===== src/rtl/fir_pkg.sv =====
// Shared definitions for the FIR coefficient controller: FSM state encoding
// and the default coefficient set loaded into both banks at reset.
package fir_pkg;

  typedef enum logic [1:0] {
    ST_RUN   = 2'd0,
    ST_SWAP  = 2'd1,
    ST_FLUSH = 2'd2
  } ctrl_state_e;

  // Eight 16-bit taps, tap0 in the LSBs: {t7,...,t0} = {1,2,3,4,4,3,2,1}.
  localparam logic [127:0] COEFF_INIT_DEFAULT = {
    16'd1, 16'd2, 16'd3, 16'd4, 16'd4, 16'd3, 16'd2, 16'd1
  };

endpackage


===== src/rtl/fir_coeff_bank.sv =====
// Double-buffered coefficient storage. The host writes the shadow bank at any
// time. The active bank, which drives the FIR, is loaded from the shadow bank
// only on a swap strobe.
module fir_coeff_bank
  import fir_pkg::*;
#(
  parameter int                              TAPS        = 8,
  parameter int                              COEFF_WIDTH = 16,
  parameter int                              ADDR_WIDTH  = 3,
  parameter logic [TAPS*COEFF_WIDTH-1:0]     COEFF_INIT  = COEFF_INIT_DEFAULT
) (
  input  logic                          clk,
  input  logic                          rst,
  input  logic                          we_i,
  input  logic [ADDR_WIDTH-1:0]         addr_i,
  input  logic [COEFF_WIDTH-1:0]        wdata_i,
  input  logic                          swap_i,
  output logic [TAPS*COEFF_WIDTH-1:0]   coeffs_o
);

  logic [COEFF_WIDTH-1:0] shadow_q [TAPS];
  logic [COEFF_WIDTH-1:0] active_q [TAPS];

  // Shadow bank: host writes to taps that exist; out-of-range addresses are dropped.
  // NOTE: these are real registers with a defined power-on value, so they are
  // reset like any other flop; a large RAM would be left unreset instead.
  always_ff @(posedge clk or posedge rst) begin
    if (rst) begin
      for (int i = 0; i < TAPS; i++) shadow_q[i] <= COEFF_INIT[i*COEFF_WIDTH +: COEFF_WIDTH];
    end else if (we_i && (int'(addr_i) < TAPS)) begin
      shadow_q[addr_i] <= wdata_i;
    end
  end

  // Active bank: copies the shadow bank on swap. A write in the same cycle
  // updates the shadow copy only, so the active bank gets the pre-write value.
  // NOTE: non-blocking assignments make every flop sample its inputs from
  // before the edge. That ordering is what provides the pre-write semantics here.
  always_ff @(posedge clk or posedge rst) begin
    if (rst) begin
      for (int i = 0; i < TAPS; i++) active_q[i] <= COEFF_INIT[i*COEFF_WIDTH +: COEFF_WIDTH];
    end else if (swap_i) begin
      for (int i = 0; i < TAPS; i++) active_q[i] <= shadow_q[i];
    end
  end

  // Flatten the active bank for the FIR, with tap0 in the LSBs.
  always_comb begin
    for (int i = 0; i < TAPS; i++) coeffs_o[i*COEFF_WIDTH +: COEFF_WIDTH] = active_q[i];
  end

endmodule


===== src/rtl/fir_coeff_ctrl.sv =====
// Stream sequencer in front of the FIR datapath. It passes samples straight
// through while running. On a commit it stalls the stream, swaps in the new
// coefficient bank, and then optionally pushes TAPS-1 zeros to purge old
// history. Outputs caused by those zeros are tagged as discard.
module fir_coeff_ctrl
  import fir_pkg::*;
#(
  parameter int                              DATA_WIDTH  = 16,
  parameter int                              COEFF_WIDTH = 16,
  parameter int                              TAPS        = 8,
  parameter int                              ADDR_WIDTH  = 3,
  parameter bit                              FLUSH_EN    = 1'b1,
  parameter logic [TAPS*COEFF_WIDTH-1:0]     COEFF_INIT  = COEFF_INIT_DEFAULT
) (
  input  logic                          clk,
  input  logic                          rst,
  input  logic                          s_valid,
  output logic                          s_ready,
  input  logic [DATA_WIDTH-1:0]         s_data,
  input  logic                          cfg_we,
  input  logic [ADDR_WIDTH-1:0]         cfg_addr,
  input  logic [COEFF_WIDTH-1:0]        cfg_wdata,
  input  logic                          cfg_commit,
  output logic                          cfg_busy,
  output logic                          fir_valid,
  output logic [DATA_WIDTH-1:0]         fir_data,
  output logic [TAPS*COEFF_WIDTH-1:0]   fir_coeffs,
  output logic                          out_discard
);

  // The counter only has to reach TAPS-2.
  localparam int               CNT_W    = (TAPS > 2) ? $clog2(TAPS - 1) : 1;
  localparam logic [CNT_W-1:0] CNT_LAST = CNT_W'(TAPS - 2);

  ctrl_state_e      state_q;
  logic [CNT_W-1:0] flush_cnt_q;
  logic             pending_q;
  logic             discard_q;
  logic             in_run;
  logic             swap;

  assign in_run = (state_q == ST_RUN);
  assign swap   = (state_q == ST_SWAP);

  fir_coeff_bank #(
    .TAPS        (TAPS),
    .COEFF_WIDTH (COEFF_WIDTH),
    .ADDR_WIDTH  (ADDR_WIDTH),
    .COEFF_INIT  (COEFF_INIT)
  ) u_bank (
    .clk      (clk),
    .rst      (rst),
    .we_i     (cfg_we),
    .addr_i   (cfg_addr),
    .wdata_i  (cfg_wdata),
    .swap_i   (swap),
    .coeffs_o (fir_coeffs)
  );

  // Controller FSM: run / swap / flush, with a pending-commit flag and the flush counter.
  always_ff @(posedge clk or posedge rst) begin
    if (rst) begin
      state_q     <= ST_RUN;
      flush_cnt_q <= '0;
      pending_q   <= 1'b0;
    end else begin
      unique case (state_q)
        ST_RUN: begin
          if (cfg_commit || pending_q) begin
            state_q   <= ST_SWAP;
            pending_q <= 1'b0;
          end
        end
        ST_SWAP: begin
          if (cfg_commit) pending_q <= 1'b1;
          flush_cnt_q <= '0;
          state_q     <= FLUSH_EN ? ST_FLUSH : ST_RUN;
        end
        ST_FLUSH: begin
          if (cfg_commit) pending_q <= 1'b1;
          if (flush_cnt_q == CNT_LAST) begin
            state_q <= ST_RUN;
          end else begin
            flush_cnt_q <= flush_cnt_q + 1'b1;
          end
        end
        default: state_q <= ST_RUN;
      endcase
    end
  end

  // Discard tag, delayed one cycle to line up with the FIR's registered valid_out.
  always_ff @(posedge clk or posedge rst) begin
    if (rst) discard_q <= 1'b0;
    else     discard_q <= (state_q == ST_FLUSH);
  end

  // Stream mux: zero-latency pass-through while running, zeros while flushing.
  // NOTE: each output gets a default before any condition. That way no path
  // leaves it unassigned and no latch is inferred.
  always_comb begin
    s_ready   = 1'b0;
    fir_valid = 1'b0;
    fir_data  = '0;
    if (in_run) begin
      s_ready   = 1'b1;
      fir_valid = s_valid;
      fir_data  = s_data;
    end else if (state_q == ST_FLUSH) begin
      fir_valid = 1'b1;
    end
  end

  assign cfg_busy    = !in_run || pending_q;
  assign out_discard = discard_q;

endmodule


===== config.mk =====
export PLATFORM = sky130hd
export DESIGN_NAME = fir_coeff_ctrl
export DESIGN_NICKNAME = d
export VERILOG_FILES = /design/src/rtl/fir_pkg.sv /design/src/rtl/fir_coeff_bank.sv /design/src/rtl/fir_coeff_ctrl.sv
export SDC_FILE = /design/constraint.sdc
export NUM_CORES = 1
export LEC_CHECK = 0
export CAP_MARGIN = 20
export CORE_MARGIN = 8
export CORE_UTILIZATION = 55
export DETAILED_ROUTE_END_ITERATION = 8
export GPL_TIMING_DRIVEN = 0
export PLACE_DENSITY = 0.79
export SLEW_MARGIN = 20
export SYNTH_ARGS = -nofsm -noshare
export SYNTH_HDL_FRONTEND = slang
export SYNTH_SLANG_ARGS = --single-unit

===== constraint.sdc =====
create_clock -name clk -period 20.7 [get_ports clk]
set_input_delay 4.14 -clock clk [delete_from_list [all_inputs] [get_ports clk]]
set_output_delay 4.14 -clock clk [all_outputs]
set_load 0.005 [all_outputs]

==> flow_metrics.py <==
metrics = {
    "place": {
        "port_buffers": 183,
        "dp_hpwl_um": 16400,
        "place.gp.congestion": 0.782,
    },
    "final_layout": {
        "final_common_cell": "mux2_2",
        "layout-drive-gt1-share_pct": 42.3,
        "final_nets": 865,
        "diodes": 0,
        "mostFrequentLayoutCells": "259 x mux2_2, 243 x dfrtp_1, 183 x clkdlybuf4s50_1",
        "post-route-util_pct": 73.5,
        "syn_to_final_growth_pct": 30.7,
    },
    "yosys": {
        "syn_area_um2": 10100,
        "yosysSeqAreaShare_pct": 65.2,
        "yosysUniqueCellTypes": 25,
        "synth_area_leader_cell": "dfrtp_1",
        "synth_nets": 651,
        "synth-seq-cells": 263,
        "ys_top_cells_by_area": "dfrtp_1 60%, mux2_2 29%, dfstp_2 5.2%",
        "synth_area_per_cell_um2": 16.8,
        "synthCells": 604,
        "synth_top_area_share_pct": 60.0,
        "yosysWarnings": 0,
    },
    "worst_setup_path": {
        "start_kind": "input port",
        "cp-end-kind": "output pin",
        "reg2reg_from": "state_q[1]",
        "crit_type": "in -> out",
        "path_cells": "clkdlybuf4s50_1 > mux2_2 > clkdlybuf4s50_1",
        "worstPathMaxFanout": 1,
        "startpoint": "s_valid",
        "r2r_cells": 6,
        "crit_top_cell": "clkdlybuf4s50_1",
        "required_ns": 16.56,
        "reg2reg_slack_ns": 18.58,
        "slowest_delay_ns": 0.44,
        "r2r-end": "u_bank.coeffs_o[95]",
        "crit_slowest_cell": "clkdlybuf4s50_1",
        "critPathArrivalTime_ns": 5.23,
    },
    "clock_network": {
        "ctsResizeCount": 0,
        "cts_tree": "built",
        "path_clk_slew_ns": 0.06,
        "clk_latency_ns": 0.52,
        "post-cts-setup-buffer-count": 0,
        "cts_root_buffer": "clkbuf_16",
        "cts_max_path_buffers": 3,
        "htreeDepth": 1,
        "hold_buffers": 0,
        "cts_sinks": 263,
        "numCtsBuffers": 27,
    },
    "floorplanning": {
        "die_w_um": 152,
        "coreArea_um2": 18000,
        "fp.dieArea_um2": 23000,
        "dieHeight_um": 152,
        "initial_utilization_pct": 56.2,
        "pin_count": 188,
        "fp-row-count": 49,
    },
    "sta": {
        "relSlewSlack_pct": 54.6,
        "skew_ns": 0.0118,
        "tns_ns": 0,
        "period_share_pct": 45.3,
        "clock.fmax_mhz": 107,
        "finalMaxSlewViolations": 0,
        "hold_viol": 0,
        "setup_viol": 0,
        "period_needed_ns": 9.37,
        "worstMarginPinSlew_ns": 0.682,
        "rsz0062_at_grt": "false",
    },
    "detailed_routing": {
        "ant_nets": 0,
        "firstDrtPassIters": 4,
        "dr.first_iter.drc_count": 197,
        "viasPerCell": 5.40,
        "drc": 0,
        "wl_per_cell_um": 21.3,
        "num_vias": 5769,
        "wirelength_um": 22800,
    },
    "grt": {
        "gr-total-overflow": 0,
        "grt_pass1_wl_um": 35900,
        "antenna_found_initial": 0,
        "grt_max_degree": 101,
        "grt_pass1_vias": 6438,
        "track_usage_pct": 20.2,
    },
    "power_and_ir_drop": {
        "p_leak_nw": 5.70,
        "power.density_nw_per_um2": 153,
        "peakVddDrop_mv": 0.106,
    },
    "run_status": {
        "status": "completed",
    },
    "worst_hold_path": {
        "worstHoldEndpoint": "u_bank.coeffs_o[117]",
        "hp-class": "reg -> reg",
        "min_path_cells": 1,
        "hold_start": "u_bank.shadow_q[5]",
    },
    "job": {
        "cap_violations": 0,
    },
}
==> per-layer routing <==
metal  part of all wire, %  global-route usage, %  vias to the layer above
met5                     0                      0                        -
met3                   6.6                   4.37                       28
met2                    52                   36.3                      152
met1                    39                   23.8                     3025
li1                      -                      -                     2564
met4                   1.9                   5.88                        0
==> layout make-up <==
| type | instances | area, um^2 |
|---|---|---|
| multi-input combinational | 308 | 3350 |
| tap | 229 | 287 |
| clock inverter | 8 | 121 |
| clock buffer | 42 | 812 |
| buffer | 28 | 166 |
| inverter | 5 | 26.3 |
| fill | 1093 | 4770 |
| sequential | 263 | 6610 |
| timing repair buffer | 185 | 1890 |
==> state kept, by name (all words and copies together) (netlist names) <==
name,count
out_discard,1
state_q,2
pending_q,1
u_bank.coeffs_o,128
u_bank.shadow_q,128
flush_cnt_q,3
==> synth_stat cells, drive strengths merged <==
master	number
nor3b	2
a22o	1
ha	7
dfrtp	243
nand4	1
and2	16
o21ai	3
dfstp	20
mux2i	2
buf	21
nand2b	2
mux2	259
nor3	2
clkbuf	7
a2bb2oi	1
nand2	5
o2bb2ai	1
a21oi	2
inv	5
nand3	1
nand4b	3
==> worst max-delay path, delay by kind of cell <==
family	cells	cell delay (ns)
multiplexers	1	0.26
buffers and inverters	2	0.83
==> through the flow <==
stage	cell area, um^2	total power [mW]	std cells	hold slack [ns]	worst slack (ns)
final	13300	2.03	1068	0.500	11.33
after detailed placement	12300	1.55	1018	0.485	11.32
after global placement	12300	1.52	1016	0.482	6.96
after global routing	13300	2.14	1068	0.508	11.29
after floorplan	10100	1.14	604	0.474	9.35
after CTS	13300	2.06	1068	0.499	11.32
==> worst max-delay path by stage <==
stage	end	slack, ns	depth (start not counted)
floorplan	flush_cnt_q[0]	9.35	1
global placement	u_bank.shadow_q[82]	6.96	2
detailed placement	fir_data[13]	11.32	3
CTS	fir_valid	11.32	3
global route	fir_data[5]	11.29	3
finish	fir_valid	11.33	3
==> cells by family (layout without fill, tap and decap cells) <==
family	after synthesis	after routing	share of synthesized area (%)
AND/OR/NAND/NOR	32	32	2.68
adder cells (fa/ha/maj)	7	7	0.864
AO/OA/AOI/OAI	8	8	0.506
flip-flops	263	263	65.2
multiplexers	261	261	29.0
buffers and inverters	33	268	1.83
==> where the power goes <==
| part | leakage, nW | total, mW | internal [mW] | switching (mW) |
|---|---|---|---|---|
| sequential | 3.14 | 0.823 | 0.715 | 0.108 |
| combinational | 2.10 | 0.708 | 0.462 | 0.246 |
| clock | 0.457 | 0.494 | 0.306 | 0.188 |
| total | 5.70 | 2.03 | 1.48 | 0.541 |
Power figures use the tool's default switching activity.
